File: src/rtl/pc_redirect_unit_pkg.sv
// pc_redirect_unit_pkg: shared types and constants for the fetch PC redirect slice
package pc_redirect_unit_pkg;
  localparam int XLEN = 32;
  localparam int INSTR_BYTES = 4;
  localparam logic [XLEN-1:0] RESET_VEC_DEF = 32'h0000_0000;
  localparam logic [XLEN-1:0] TRAP_VEC_DEF = 32'h0000_0100;
  typedef enum logic {RUN, PEND} state_t;
  typedef enum logic [2:0] {SEL_HOLD, SEL_INC, SEL_TGT, SEL_PEND, SEL_TRAP} pc_sel_t;
endpackage

File: src/rtl/pc_redirect_unit_if.sv
// pc_redirect_unit_if: EX-side redirect request and IF-side fetch address bundle
interface pc_redirect_unit_if
  import pc_redirect_unit_pkg::*;
  #(parameter int CNT_W = 16);
  logic            next_pc_src;
  logic [XLEN-1:0] target_ex;
  logic            fetch_stall;
  logic [XLEN-1:0] pc_if;
  logic [XLEN-1:0] pc_inc_if;
  logic            valid_if;
  logic            flush_id;
  logic            flush_ex;
  logic            misalign_err;
  logic [CNT_W-1:0] redir_cnt;
  modport master (output next_pc_src, target_ex, fetch_stall,
                  input pc_if, pc_inc_if, valid_if, flush_id, flush_ex, misalign_err, redir_cnt);
  modport slave (input next_pc_src, target_ex, fetch_stall,
                 output pc_if, pc_inc_if, valid_if, flush_id, flush_ex, misalign_err, redir_cnt);
endinterface

File: src/rtl/pc_redirect_unit_fsm.sv
// pc_redirect_fsm: RUN/PEND control, pending target buffer, redirect counter and PC load select
module pc_redirect_fsm
  import pc_redirect_unit_pkg::*;
  #(parameter int CNT_W = 16)
  (
    input  logic             clk,
    input  logic             rst_n,
    input  logic             i_next_pc_src,
    input  logic             i_fetch_stall,
    input  logic             i_misalign,
    input  logic [XLEN-1:0]  i_target_ex,
    output pc_sel_t          o_sel,
    output logic             o_redirect,
    output logic             o_pend_st,
    output logic [XLEN-1:0]  o_pend,
    output logic [CNT_W-1:0] o_redir_cnt
  );
  state_t r_state, w_state_nxt;
  logic [XLEN-1:0] r_pend;
  logic [CNT_W-1:0] r_cnt;
  logic w_accept;
  // Next state and PC select; requests in PEND are ignored since the pipeline behind was squashed
  always_comb begin
    w_state_nxt = r_state;
    o_sel = i_fetch_stall ? SEL_HOLD : SEL_INC;
    w_accept = 1'b0;
    o_redirect = rst_n && r_state == RUN && i_next_pc_src;
    if (r_state == PEND) begin
      o_sel = i_fetch_stall ? SEL_HOLD : SEL_PEND;
      w_state_nxt = i_fetch_stall ? PEND : RUN;
    end else if (o_redirect) begin
      if (i_misalign) begin
        o_sel = SEL_TRAP;
      end else begin
        w_accept = 1'b1;
        o_sel = i_fetch_stall ? SEL_HOLD : SEL_TGT;
        w_state_nxt = i_fetch_stall ? PEND : RUN;
      end
    end
  end
  // State, pending target and accepted-redirect counter
  always_ff @(posedge clk or negedge rst_n) begin
    if (!rst_n) begin
      r_state <= RUN;
      r_pend <= '0;
      r_cnt <= '0;
    end else begin
      r_state <= w_state_nxt;
      if (w_accept && i_fetch_stall) r_pend <= i_target_ex;
      if (w_accept) r_cnt <= r_cnt + 1'b1;
    end
  end
  assign o_pend_st = r_state == PEND;
  assign o_pend = r_pend;
  assign o_redir_cnt = r_cnt;
endmodule

File: src/rtl/pc_redirect_unit.sv
// pc_redirect_unit: fetch PC register with EX redirect, stall buffering and misaligned-target trap
module pc_redirect_unit
  import pc_redirect_unit_pkg::*;
  #(
    parameter logic [XLEN-1:0] RESET_VEC = RESET_VEC_DEF,
    parameter logic [XLEN-1:0] TRAP_VEC = TRAP_VEC_DEF,
    parameter int CNT_W = 16
  )
  (
    input logic clk,
    input logic rst_n,
    pc_redirect_unit_if.slave bus
  );
  logic [XLEN-1:0] r_pc, w_pc_nxt, w_pend;
  logic w_misalign, w_redirect, w_pend_st;
  pc_sel_t w_sel;
  logic [CNT_W-1:0] w_cnt;
  assign w_misalign = |bus.target_ex[1:0];
  pc_redirect_fsm #(.CNT_W(CNT_W)) u_fsm (
    .clk(clk),
    .rst_n(rst_n),
    .i_next_pc_src(bus.next_pc_src),
    .i_fetch_stall(bus.fetch_stall),
    .i_misalign(w_misalign),
    .i_target_ex(bus.target_ex),
    .o_sel(w_sel),
    .o_redirect(w_redirect),
    .o_pend_st(w_pend_st),
    .o_pend(w_pend),
    .o_redir_cnt(w_cnt)
  );
  // PC load mux driven by the FSM select
  always_comb begin
    w_pc_nxt = w_sel == SEL_INC  ? bus.pc_inc_if :
               w_sel == SEL_TGT  ? bus.target_ex :
               w_sel == SEL_PEND ? w_pend :
               w_sel == SEL_TRAP ? TRAP_VEC : r_pc;
  end
  // PC register; a trap loads even under stall so the memory sees the new address
  always_ff @(posedge clk or negedge rst_n) begin
    if (!rst_n) r_pc <= RESET_VEC;
    else r_pc <= w_pc_nxt;
  end
  assign bus.pc_if = r_pc;
  assign bus.pc_inc_if = r_pc + XLEN'(INSTR_BYTES);
  assign bus.valid_if = rst_n && !w_pend_st;
  assign bus.flush_id = w_redirect;
  assign bus.flush_ex = w_redirect;
  assign bus.misalign_err = w_redirect && w_misalign;
  assign bus.redir_cnt = w_cnt;
endmodule

File: src/flat_wrapper.sv
// flat-port wrapper written by rule: the top's interface ports become plain ports
module pc_redirect_unit_flat import pc_redirect_unit_pkg::*;
#(
    parameter logic [XLEN-1:0] RESET_VEC = RESET_VEC_DEF,
    parameter logic [XLEN-1:0] TRAP_VEC = TRAP_VEC_DEF,
    parameter int CNT_W = 16
  )
  (clk, rst_n, bus_next_pc_src, bus_target_ex, bus_fetch_stall, bus_pc_if, bus_pc_inc_if, bus_valid_if, bus_flush_id, bus_flush_ex, bus_misalign_err, bus_redir_cnt);
  pc_redirect_unit_if #(.CNT_W(CNT_W)) bus_i ();
  input logic clk;
  input logic rst_n;
  input wire logic [$bits(bus_i.next_pc_src)-1:0] bus_next_pc_src;
  input wire logic [$bits(bus_i.target_ex)-1:0] bus_target_ex;
  input wire logic [$bits(bus_i.fetch_stall)-1:0] bus_fetch_stall;
  output wire logic [$bits(bus_i.pc_if)-1:0] bus_pc_if;
  output wire logic [$bits(bus_i.pc_inc_if)-1:0] bus_pc_inc_if;
  output wire logic [$bits(bus_i.valid_if)-1:0] bus_valid_if;
  output wire logic [$bits(bus_i.flush_id)-1:0] bus_flush_id;
  output wire logic [$bits(bus_i.flush_ex)-1:0] bus_flush_ex;
  output wire logic [$bits(bus_i.misalign_err)-1:0] bus_misalign_err;
  output wire logic [$bits(bus_i.redir_cnt)-1:0] bus_redir_cnt;
  assign bus_i.next_pc_src = bus_next_pc_src;
  assign bus_i.target_ex = bus_target_ex;
  assign bus_i.fetch_stall = bus_fetch_stall;
  assign bus_pc_if = bus_i.pc_if;
  assign bus_pc_inc_if = bus_i.pc_inc_if;
  assign bus_valid_if = bus_i.valid_if;
  assign bus_flush_id = bus_i.flush_id;
  assign bus_flush_ex = bus_i.flush_ex;
  assign bus_misalign_err = bus_i.misalign_err;
  assign bus_redir_cnt = bus_i.redir_cnt;
  pc_redirect_unit #(.RESET_VEC(RESET_VEC), .TRAP_VEC(TRAP_VEC), .CNT_W(CNT_W)) u_core (.clk(clk), .rst_n(rst_n), .bus(bus_i));
endmodule
File: config.mk
export PLATFORM = sky130hd
export DESIGN_NAME = pc_redirect_unit_flat
export DESIGN_NICKNAME = d
export VERILOG_FILES = /design/src/rtl/pc_redirect_unit_pkg.sv /design/src/rtl/pc_redirect_unit_if.sv /design/src/rtl/pc_redirect_unit_fsm.sv /design/src/rtl/pc_redirect_unit.sv /design/src/flat_wrapper.sv
export SDC_FILE = /design/constraint.sdc
export NUM_CORES = 1
export LEC_CHECK = 0
export BUFFER_PORTS_ARGS = -buffer_cell sky130_fd_sc_hd__buf_2
export CAP_MARGIN = 20
export CORE_MARGIN = 3
export CORE_UTILIZATION = 53
export CTS_CLUSTER_SIZE = 25
export DETAILED_ROUTE_END_ITERATION = 8
export PLACE_DENSITY = 0.81
export SLEW_MARGIN = 20
export SYNTH_ARGS = -nofsm -noshare
export SYNTH_HDL_FRONTEND = slang
export SYNTH_SLANG_ARGS = --single-unit
export TNS_END_PERCENT = 30
File: constraint.sdc
create_clock -name clk -period 2.49 [get_ports clk]
set_input_delay 0.498 -clock clk [delete_from_list [all_inputs] [get_ports clk]]
set_output_delay 0.498 -clock clk [all_outputs]
set_load 0.05 [all_outputs]
==> results.md, run 1 <==
- Status: complete, but fails checks
- Pin count of the biggest net entering global routing: 82
- Critical path capture point type: output pin
- Vias/cell: 6.334
- Leakage: approximately 3 nW
- Initial antenna violation count: 0
- Main combinational cell family by area after synthesis: compound AO/OA/AOI/OAI gates
- Violated checks: negative setup slack
- HPWL after detailed placement: about 9.0 mm
- Number of synthesized flops with an enable pin: 0
- Seq/Total Area, Yosys: 0.4633
- Nets: roughly 620
- R2R Path End: u_core.bus.pc_if[27]
- First-pass GRT wire length: approximately 22 mm
- Crit path launch type: register
- CP top delay family: simple AND/OR/NAND/NOR gates
- Least-Margin Pin Slew: about 0.74 ns
- Slew HR: 0.5044
- Total track usage: 0.2821
- Worst r2r src: u_core.u_fsm.o_pend_st
- Pwr dens: 764.6 nW/um^2
- Hold Fails Final Rpt: 0
- Max-Cap Viols: 0
- Setup-failing EPs final: 14
- Asr flop ratio synth: 1.000
- CTS Buf Count: 9
- GPL Wtd Cong: roughly 0.90
- Worst path required time: between 1.5 and 2 ns
- Core ar.: 7888 um^2
- Clk root buf: clkbuf_8
- CTS tree: built
- Mapped Avg Cell Area: about 10 um^2
- # rows: 32
- Post-synthesis mux area share: 0.07978
- Top FF cell, synth: dfrtp_1
- ANT nets after route: 0
- Synthesized instance count: around 420
- Die ar.: ~9400 um^2
- Clk_lat worst skew: approximately 0.36 ns
- Final Hold Slack: between 0.2 and 0.3 ns
- Crit-path max cell delay: around 0.42 ns
- Final Skew: around 0.011 ns
- Max Slew Vio Count: 0
- Clock sinks: 81
- Die Y-Extent: slightly below 100 um
- I/O pin total: 120
- Cell Chain, Critical Path: ha_4, and3_4, nand4_1, or3_4, xnor2_4, buf_6
- Synth area leaders: dfrtp_1 46%, mux2_2 8.0%, xnor2_1 4.8%, xor2_1 3.6%, a221oi_1 2.8%
- Post-synthesis simple-gate area fraction: 0.1533
- Netlist Area Pre-Place: between 4000 and 5000 um^2
- Filler cells: 470
- Final WL: roughly 14 mm
- Multi-input logic area: approximately 2600 um^2
- Clk buf depth: 2
- Layout cells sized above 1: 0.5178
- Yosys top cell by area: dfrtp_1
- Min setup slack post-route: -0.1329 ns
- Synth unique cells: 52
- Reg2Reg Setup Slack: between 0.4 and 0.5 ns
- Worst-path fanout max: 4
- Crit path DAT: roughly 2.1 ns
- Worst R2R Path Depth: 5
- Chip Width: 96.86 um
- PortBufs: 119
- FF+latch area: a little over 2000 um^2
- Final Critical Period: roughly 2.6 ns
- Drc violations: 0
- Vias in the first global route: 4164
- #FFs+latches synth: between 80 and 90
- Htree depth: 3
- Slowest cell on the critical path: dfrtp_2
- RSZ-0062 raised after global routing: true
- Fmax: about 380 MHz
- Clock Pin Slew Worst Setup and Hold Paths: roughly 0.090 ns
- Xor and xnor area share after synthesis: 0.08779
- Initial core utilization: 0.5547
- Hold Buf Count CTS: 0
- Bufs and invs on worst path: 1
- Final period util: 1.053
- First-pass DRT Iterations: 5
- Peak VDD IR: approximately 0.70 mV
- Area growth syn-to-layout: 42.41%
- Crit Path Class: reg -> out
- Grt ovf: 0
- Synth warn: 0
- Routed len/inst: slightly above 20 um
- Power Total: between 4 and 5 mW
- Diodes inserted: 0
- Post-synth top area share: 0.4633
- Post-synthesis compound-gate area fraction: 0.1664
- Synth Area in Adders: 0.005719
- DRT iter0 DRCs: roughly 450
- HP Class: in -> async
- Synth Net Count: 457
- DR vias: approximately 4400
## layout make-up
class | instances | share of cell area
Timing Repair Buffer | 187 | 0.1982
Clock buffer | 10 | 0.02209
Inverter | 10 | 0.006024
Multi-Input combinational cell | 295 | 0.4094
Sequential cell | 81 | 0.3281
Tap cell | 102 | 0.02048
Clock inverter | 6 | 0.01566
## registers in the layout (all words and copies together), names as in the netlist
signal / flops
u_core.u_fsm.o_redir_cnt: 16
u_core.u_fsm.o_pend_st: 1
u_core.bus.pc_if: 32
u_core.u_fsm.o_pend: 32
## through the flow
stage	TNS [ns]	instances	setup slack, ns	area [um^2]	utilization
floorplan	-1.185	419	-0.2408	4644	-
global placement	0	642	0.1222	5482	0.6950
detailed placement	0	642	0.07303	5482	0.6950
global route	-1.998	691	-0.1964	6231	0.7900
finish	-0.8432	691	-0.1329	6231	0.7900
CTS	-0.2253	676	-0.06305	6013	0.7624
## cell usage in the layout, fill, tap and decap left out, types with 4 or more instances in the layout
cell,count
a21oi_1,17
a221o_1,6
a221oi_1,14
a22o_1,6
a22oi_1,8
a311oi_1,12
and2_1,4
and3_1,5
and4_1,4
buf_2,96
buf_4,69
buf_6,19
clkbuf_8,10
dfrtp_1,67
dfrtp_2,14
inv_1,10
mux2_2,31
nand2_1,25
nand3_1,13
nand3_2,4
nand4_1,12
nor2_1,13
nor2_2,5
nor3_4,4
o21ai_0,15
xnor2_1,16
xnor2_4,6
xor2_1,10
xor2_2,6
## logic make-up (layout without fill, tap and decap cells)
logic type	count (synthesis)	after routing
mux	31	31
compound gates	97	97
simple gates	122	122
buf+inv	43	213
flops	81	81
fa+ha+maj	2	2
xor+xnor	43	43
## how the worst max path moves through the flow
| stage | start | to | depth (start not counted) |
|---|---|---|---|
| finish | u_core.bus.pc_if[3] | bus_pc_inc_if[28] | 6 |
| detailed placement | u_core.bus.pc_if[2] | bus_pc_inc_if[30] | 6 |
| floorplan | u_core.bus.pc_if[18] | bus_pc_inc_if[27] | 5 |
| global route | u_core.bus.pc_if[3] | bus_pc_inc_if[20] | 7 |
| CTS | u_core.bus.pc_if[14] | bus_pc_inc_if[28] | 5 |
| global placement | u_core.bus.pc_if[2] | bus_pc_inc_if[30] | 6 |
## cells in the mapped netlist (all sizes together), types with 2 or more instances
cell type	instances
buf	16
nand2b	2
a221oi	14
and2	4
o221a	2
and4	5
nor3	10
o31ai	2
clkbuf	17
dfrtp	81
xor2	18
and3	7
a222oi	2
o32a	2
nor2	20
nand3	18
a21oi	17
xnor2	25
a21o	2
nor4	4
nor2b	4
o21ai	15
a22o	6
inv	10
a221o	6
ha	2
mux2	31
a311oi	12
o21a	3
or3	3
a22oi	8
nand4	13
nand2	29
## report_power, final
part           switching, mW  internal (mW)  leakage, nW
registers              0.215           1.54        0.998
logic                   1.23          0.633         1.83
clock network          0.538          0.609        0.119
## per-layer routing
metal	routed length (um)	vias up	track usage
met2	6985	296	0.4639
li1	-	1890	-
met5	0	-	0
met4	469	0	0.09935
met1	5368	2142	0.3783
met3	1217	49	0.04831
## what timing repair did
action | in CTS | in global routing
resized for setup | 43 | 28
pin swaps | 11 | 11
endpoints found under the setup margin | 19 | 21
buffers inserted | 18 | 15
(Power assumes the default switching activity.)
==> run 2, diff against run 1 <==
CAP_MARGIN = default   (was 20)
REMOVE_ABC_BUFFERS = 1   (was default)
SKIP_CTS_REPAIR_TIMING = 1   (was default)
==> run 2 against run 1 <==
Against the previous run:
- the run still ends with negative setup slack left
- via count decreased by 4.6%
- worst setup slack got worse by 0.041 ns
- maximum frequency decreased by 1.6%
- core utilization decreased by 5.1 points
- critical path depth increased by 1
- non-clock buffer count decreased by 16
- highest routed layer unchanged
==> results.md, run 2 (synthesis gave the netlist of run 1 again) <==
- Internal power: 2.689 mW (-3.3%)
- HP Class: in -> async
- Area growth syn-to-layout: 33.26%
- Grt ovf: 0 (unchanged)
- Clock power frac: 0.232 (-0.009)
- Htree depth: 3 (unchanged)
- Total track usage: 0.2550 (-0.02719)
- Fin cells: 674 (-2.5%)
- CTS tree: built
- Max-Cap Viols: 0 (unchanged)
- Net Switching: 1.875 mW (-5.5%)
- Clk root buf: clkbuf_8
- GPL Wtd Cong: 0.9197 (+1.7%)
- Chip Width: 96.86 um (unchanged)
- Violated checks: negative setup slack
- Final Critical Period: 2.664 ns (+0.04143 ns)
- Max Slew Vio Count: 0 (unchanged)
- Drc violations: 0 (unchanged)
- Crit path DAT: 2.17 ns (+0.05 ns)
- Pwr dens: 782.8 nW/um^2 (+2.4%)
- Nets: 606 (-2.6%)
- Worst r2r src: u_core.u_fsm.o_pend_st
- Die Y-Extent: 96.86 um (unchanged)
- Fmax: 375.3 MHz (-1.6%)
- Layout cells sized above 1: 0.4598 (-0.05804)
- Min setup slack post-route: -0.1744 ns (-0.04143 ns)
- Critical path capture point type: output pin
- Die ar.: 9382 um^2 (unchanged)
- Slew HR: 0.5094 (+0.005015)
- Setup slack at placement: 0.04109 ns (-0.03194 ns)
- First-pass GRT wire length: 19.64 mm (-8.7%)
- DRT iter0 DRCs: 328 (-27%)
- Core ar.: 7888 um^2 (unchanged)
- Clk_lat worst skew: 0.36 ns (about the same)
- Pin count of the biggest net entering global routing: 57 (-30%)
- PortBufs: 119 (unchanged)
- HPWL after detailed placement: 8.424 mm (-6.9%)
- Vias/cell: 6.197 (-2.2%)
- # rows: 32 (unchanged)
- Least-Margin Pin Slew: 0.7359 ns (-0.007523 ns)
- Vias in the first global route: 3979 (-4.4%)
- Net switching fraction of the power: 0.4109 (-0.005613)
- ANT nets after route: 0 (unchanged)
- Leakage: 2.778 nW (-5.6%)
- Hold Fails Final Rpt: 0 (unchanged)
- CTS Buf Count: 9 (unchanged)
- Clk buf depth: 2 (unchanged)
- Power Total: 4.564 mW (-4.2%)
- Final Hold Slack: 0.1872 ns (-0.1082 ns)
- Area after DPL: 5205 um^2 (-5.0%)
- Worst R2R Path Depth: 5 (unchanged)
- Final period util: 1.070 (+0.01664)
- Clock Pin Slew Worst Setup and Hold Paths: 0.08 ns (about the same)
- DR vias: 4177 (-4.6%)
- Worst path required time: 1.99 ns (about the same)
- Most frequent cells in the layout: 99 x buf_2, 73 x dfrtp_1, 65 x buf_4, 31 x mux2_2, 27 x nand2_1
- Final Skew: 0.01268 ns (+0.001387 ns)
- Crit Path Class: reg -> out
- Reg2Reg Setup Slack: 0.48 ns (+0.04 ns)
- Routed len/inst: 19.54 um (-3.8%)
- R2R Path End: u_core.u_fsm.o_pend[20]
- I/O pin total: 120 (unchanged)
- Commonest non-fill, non-tap cell in the layout: buf_2
- RSZ-0062 raised after global routing: true
- First-pass DRT Iterations: 7 (+2)
- Crit path launch type: register
- Initial core utilization: 0.5547 (unchanged)
- Logic pwr share: 0.385 (-0.006)
- Initial antenna violation count: 0 (unchanged)
- Sequential share of power: 0.382 (+0.014)
- Setup-failing EPs final: 15 (+1)
- Clock sinks: 81 (unchanged)
- Status: complete, but fails checks
- Peak VDD IR: 0.8345 mV (+19%)
- Fin area: 5831 um^2 (-6.4%)
- Final WL: 13.17 mm (-6.2%)
- Placed cells: 639 (-0.47%)
- Worst-path fanout max: 6 (+2)
- Diodes inserted: 0 (unchanged)
==> run 2: cell types whose count changed in the layout (fill, tap and decap cells not counted), moves of 5 or more <==
cell,before,now
dfrtp_2,14,8
buf_6,19,4
xor2_1,10,18
xnor2_4,6,1
dfrtp_1,67,73
xor2_2,6,0
==> run 2: worst max path at each step <==
stage | start | end | slack (ns) | depth (start not counted)
5_1_grt | u_core.bus.pc_if[3] | bus_pc_inc_if[25] | -0.27 | 7
4_1_cts | u_core.bus.pc_if[2] | bus_pc_inc_if[16] | -0.39 | 7
2_1_floorplan | u_core.bus.pc_if[2] | bus_pc_inc_if[20] | -0.68 | 5
3_5_place_dp | u_core.bus.pc_if[3] | bus_pc_inc_if[16] | 0.04 | 7
3_3_place_gp | u_core.bus.pc_if[2] | bus_pc_inc_if[28] | 0.07 | 6
6_report | u_core.bus.pc_if[2] | bus_pc_inc_if[25] | -0.17 | 7
==> run 2: critical path, stage by stage (launching register included) <==
cell and delay, ns:
dfrtp_1 0.40, buf_4 0.17, nand4_1 0.13, buf_4 0.21, nor3_4 0.23, and4_1 0.24, xor2_1 0.20, buf_4 0.23
==> run 2: through the flow <==
step,setup TNS (ns),utilization
after floorplan,-12.11,-
after global placement,0,0.6599
after detailed placement,0,0.6599
after CTS,-3.855,0.6865
after global routing,-2.912,0.7392
final,-1.130,0.7392
==> run 2: final cells by class <==
cell class | count | area (um^2)
Clock inverter | 3 | 65.06
Tap cell | 102 | 127.6
Timing Repair Buffer | 171 | 1064
Sequential cell | 81 | 2037
Multi-Input combinational cell | 295 | 2355
Fill cell | 537 | 2057
Clock buffer | 12 | 145.1
Inverter | 10 | 37.54
==> run 2: power groups by stage <==
stage / clock, mW / combinational [mW] / sequential (mW)
final: 1.06 / 1.76 / 1.75
after global placement: 0 / 1.58 / 1.73
after CTS: 1.06 / 1.62 / 1.72
after detailed placement: 0 / 1.61 / 1.74
after global routing: 1.12 / 1.86 / 1.77
after floorplan: 0 / 0.736 / 2.11
==> run 2: per-layer routing <==
layer | track usage | wire length (um) | vias up
li1 | - | - | 1853
met5 | 0 | 0 | -
met2 | 0.4183 | 6547 | 202
met3 | 0.05912 | 894 | 35
met1 | 0.3263 | 5384 | 2087
met4 | 0.1026 | 347 | 0
==> run 3, diff against run 2 <==
BUFFER_PORTS_ARGS = default   (was -buffer_cell sky130_fd_sc_hd__buf_2)
CORE_UTILIZATION = 64   (was 53)
DONT_BUFFER_PORTS = 1   (was default)
PLACE_DENSITY = 0.8   (was 0.81)
==> run 3 against run 2 <==
Against the previous run:
- combinational power decreased by 5%
- critical path type unchanged
- register-to-register slack lost 0.28 ns
- die area is 16% lower
- clock skew increased by 0.0068 ns
- the run still ends with negative setup slack left
==> results.md, run 3 (synthesis gave the netlist of run 1 again) <==
- Status: complete, but fails checks
- Violated checks: negative setup slack
- Pwr dens: 801.9 nW/um^2 (+2.4%)
- Total track usage: 0.3081 (+0.05319)
- Final Skew: 0.01944 ns (+0.006764 ns)
- Final WL: 14.21 mm (+7.9%)
- I/O pin total: 120 (unchanged)
- Drc violations: 0 (unchanged)
- Slowest cell on the critical path: nor4_4
- Final period util: 1.125 (+0.05496)
- Hold Fails Final Rpt: 0 (unchanged)
- R2R Path End: u_core.bus.pc_if[30]
- Least-Margin Pin Slew: 0.7789 ns (+0.04297 ns)
- Clk root buf: clkbuf_8
- Final TNS setup: -2.565 ns (-1.435 ns)
- GPL Wtd Cong: 0.8766 (-4.7%)
- RSZ-0062 raised after global routing: true
- Initial antenna violation count: 0 (unchanged)
- Most frequent cells in the layout: 95 x buf_4, 78 x dfrtp_1, 31 x mux2_2, 26 x nand2_1, 21 x xnor2_1
- Nets: 542 (-11%)
- Vias in the first global route: 3707 (-6.8%)
- Fin cells: 586 (-13%)
- Layout cells sized above 1: 0.3851 (-0.07472)
- Commonest non-fill, non-tap cell in the layout: buf_4
- Leakage: 2.523 nW (-9.2%)
- Most used cell, CP: buf_6
- Pin count of the biggest net entering global routing: 85 (+49%)
- ANT nets after route: 0 (unchanged)
- HP Class: in -> async
- Fin area: 5594 um^2 (-4.1%)
- Crit-path max cell delay: 0.40 ns (about the same)
- Final Critical Period: 2.801 ns (+0.1369 ns)
- Final Hold Slack: 0.01240 ns (-0.1748 ns)
- DRT iter0 DRCs: 542 (+65%)
- Crit Path Class: reg -> out
- Htree depth: 3 (unchanged)
- Diodes inserted: 0 (unchanged)
- Fmax: 357.0 MHz (-4.9%)
- Clock Pin Slew Worst Setup and Hold Paths: 0.10 ns (+0.02 ns)
- First-pass DRT Iterations: 6 (-1)
- DR vias: 4193 (+0.38%)
- Filler cells: 306 (-43%)
- Initial core utilization: 0.6737 (+0.1189)
- Clk buf depth: 2 (unchanged)
- Setup-failing EPs final: 18 (+3)
- GR Util met2: 0.4946 (+0.07634)
- CTS Buf Count: 9 (unchanged)
- Worst path required time: 1.99 ns (about the same)
- Min setup slack post-route: -0.3112 ns (-0.1369 ns)
- Die ar.: 7865 um^2 (-16%)
- Clock sinks: 81 (unchanged)
- Crit path to: bus_pc_inc_if[30]
- Slew HR: 0.4808 (-0.02865)
- Clk_lat worst skew: 0.37 ns (about the same)
- PortBufs: 0 (-100%)
- Max-Cap Viols: 0 (unchanged)
- Vias/cell: 7.155 (+15%)
- Worst r2r src: u_core.bus.pc_if[9]
- Max Slew Vio Count: 0 (unchanged)
- # rows: 29 (-9.4%)
- Peak VDD IR: 0.6506 mV (-22%)
- Chip Width: 88.69 um (-8.4%)
- Met1 Resource Use GR: 0.3960 (+0.06971)
- Worst-path fanout max: 4 (-2)
- Area after DPL: 4928 um^2 (-5.3%)
- Worst Setup SP: u_core.bus.pc_if[9]
- Crit path launch type: register
- CTS tree: built
- HPWL after detailed placement: 8.170 mm (-3.0%)
- Routed len/inst: 24.25 um (+24%)
- Most Crowded Layer GR: met2
- Core ar.: 6495 um^2 (-18%)
- Crit path DAT: 2.30 ns (+0.13 ns)
- Worst R2R Path Depth: 9 (+4)
- Setup slack at placement: -0.004682 ns (-0.04578 ns)
- Area growth syn-to-layout: 27.85%
- Die Y-Extent: 88.69 um (-8.4%)
- Grt ovf: 0 (unchanged)
- First-pass GRT wire length: 18.45 mm (-6.0%)
- Met3 usage: 0.08287 (+0.02375)
- Critical path capture point type: output pin
- Cell Chain, Critical Path: buf_6, nand4_1, buf_6, nor4_4, buf_4, nand3_4, xnor2_4, buf_6
- Placed cells: 542 (-15%)
- Reg2Reg Setup Slack: 0.20 ns (-0.28 ns)
-- run 3: cell types whose count changed in the layout (fill, tap and decap cells not counted), sizes merged --
cell,delta
buf,-62
bufinv,-1
clkbuf,-3
clkinv,+1
clkinvlp,+2
-- run 3: power by group --
group	switching (mW)	internal, mW	total, mW
registers	0.285	1.53	1.81
clock network	0.510	0.488	0.998
logic	1.11	0.558	1.67
-- run 3: worst max-delay path, delay by kind of cell, from the launching register on --
kind | cells | cell delay [ns]
xor+xnor | 1 | 0.22
buf+inv | 4 | 0.70
flops | 1 | 0.37
simple gates | 3 | 0.66
-- run 3: area by class of cell --
| type | count | area (um^2) | share of cell area |
|---|---|---|---|
| Multi-Input combinational cell | 295 | 2356 | 0.4212 |
| Tap cell | 77 | 96.34 | 0.01722 |
| Clock buffer | 11 | 141.4 | 0.02527 |
| Sequential cell | 81 | 2031 | 0.3630 |
| Inverter | 10 | 37.54 | 0.006710 |
| Timing Repair Buffer | 107 | 877.1 | 0.1568 |
| Clock inverter | 5 | 55.05 | 0.009841 |
-- run 3: how the worst min path moves through the flow --
stage | slack (ns) | cells after the start | to
floorplan | 0.20 | 0 | u_core.bus.pc_if[0]
global placement | 0.20 | 0 | u_core.u_fsm.o_redir_cnt[15]
detailed placement | 0.20 | 0 | u_core.u_fsm.o_redir_cnt[13]
CTS | -0.19 | 0 | u_core.u_fsm.o_redir_cnt[13]
global route | 0.04 | 1 | u_core.u_fsm.o_redir_cnt[11]
finish | 0.01 | 1 | u_core.bus.pc_if[26]
-- run 3: stage by stage --
step / util / power (mW)
final: 0.8613 / 4.486
after global routing: 0.8613 / 4.635
after CTS: 0.7891 / 4.251
after detailed placement: 0.7588 / 3.295
after global placement: 0.7588 / 3.240
after floorplan: - / 2.842
-- run 3: metal layers --
| layer | up-vias | part of all wire |
|---|---|---|
| met5 | - | 0 |
| met2 | 327 | 0.49 |
| met4 | 0 | 0.056 |
| met1 | 2060 | 0.35 |
| met3 | 87 | 0.11 |
| li1 | 1719 | - |
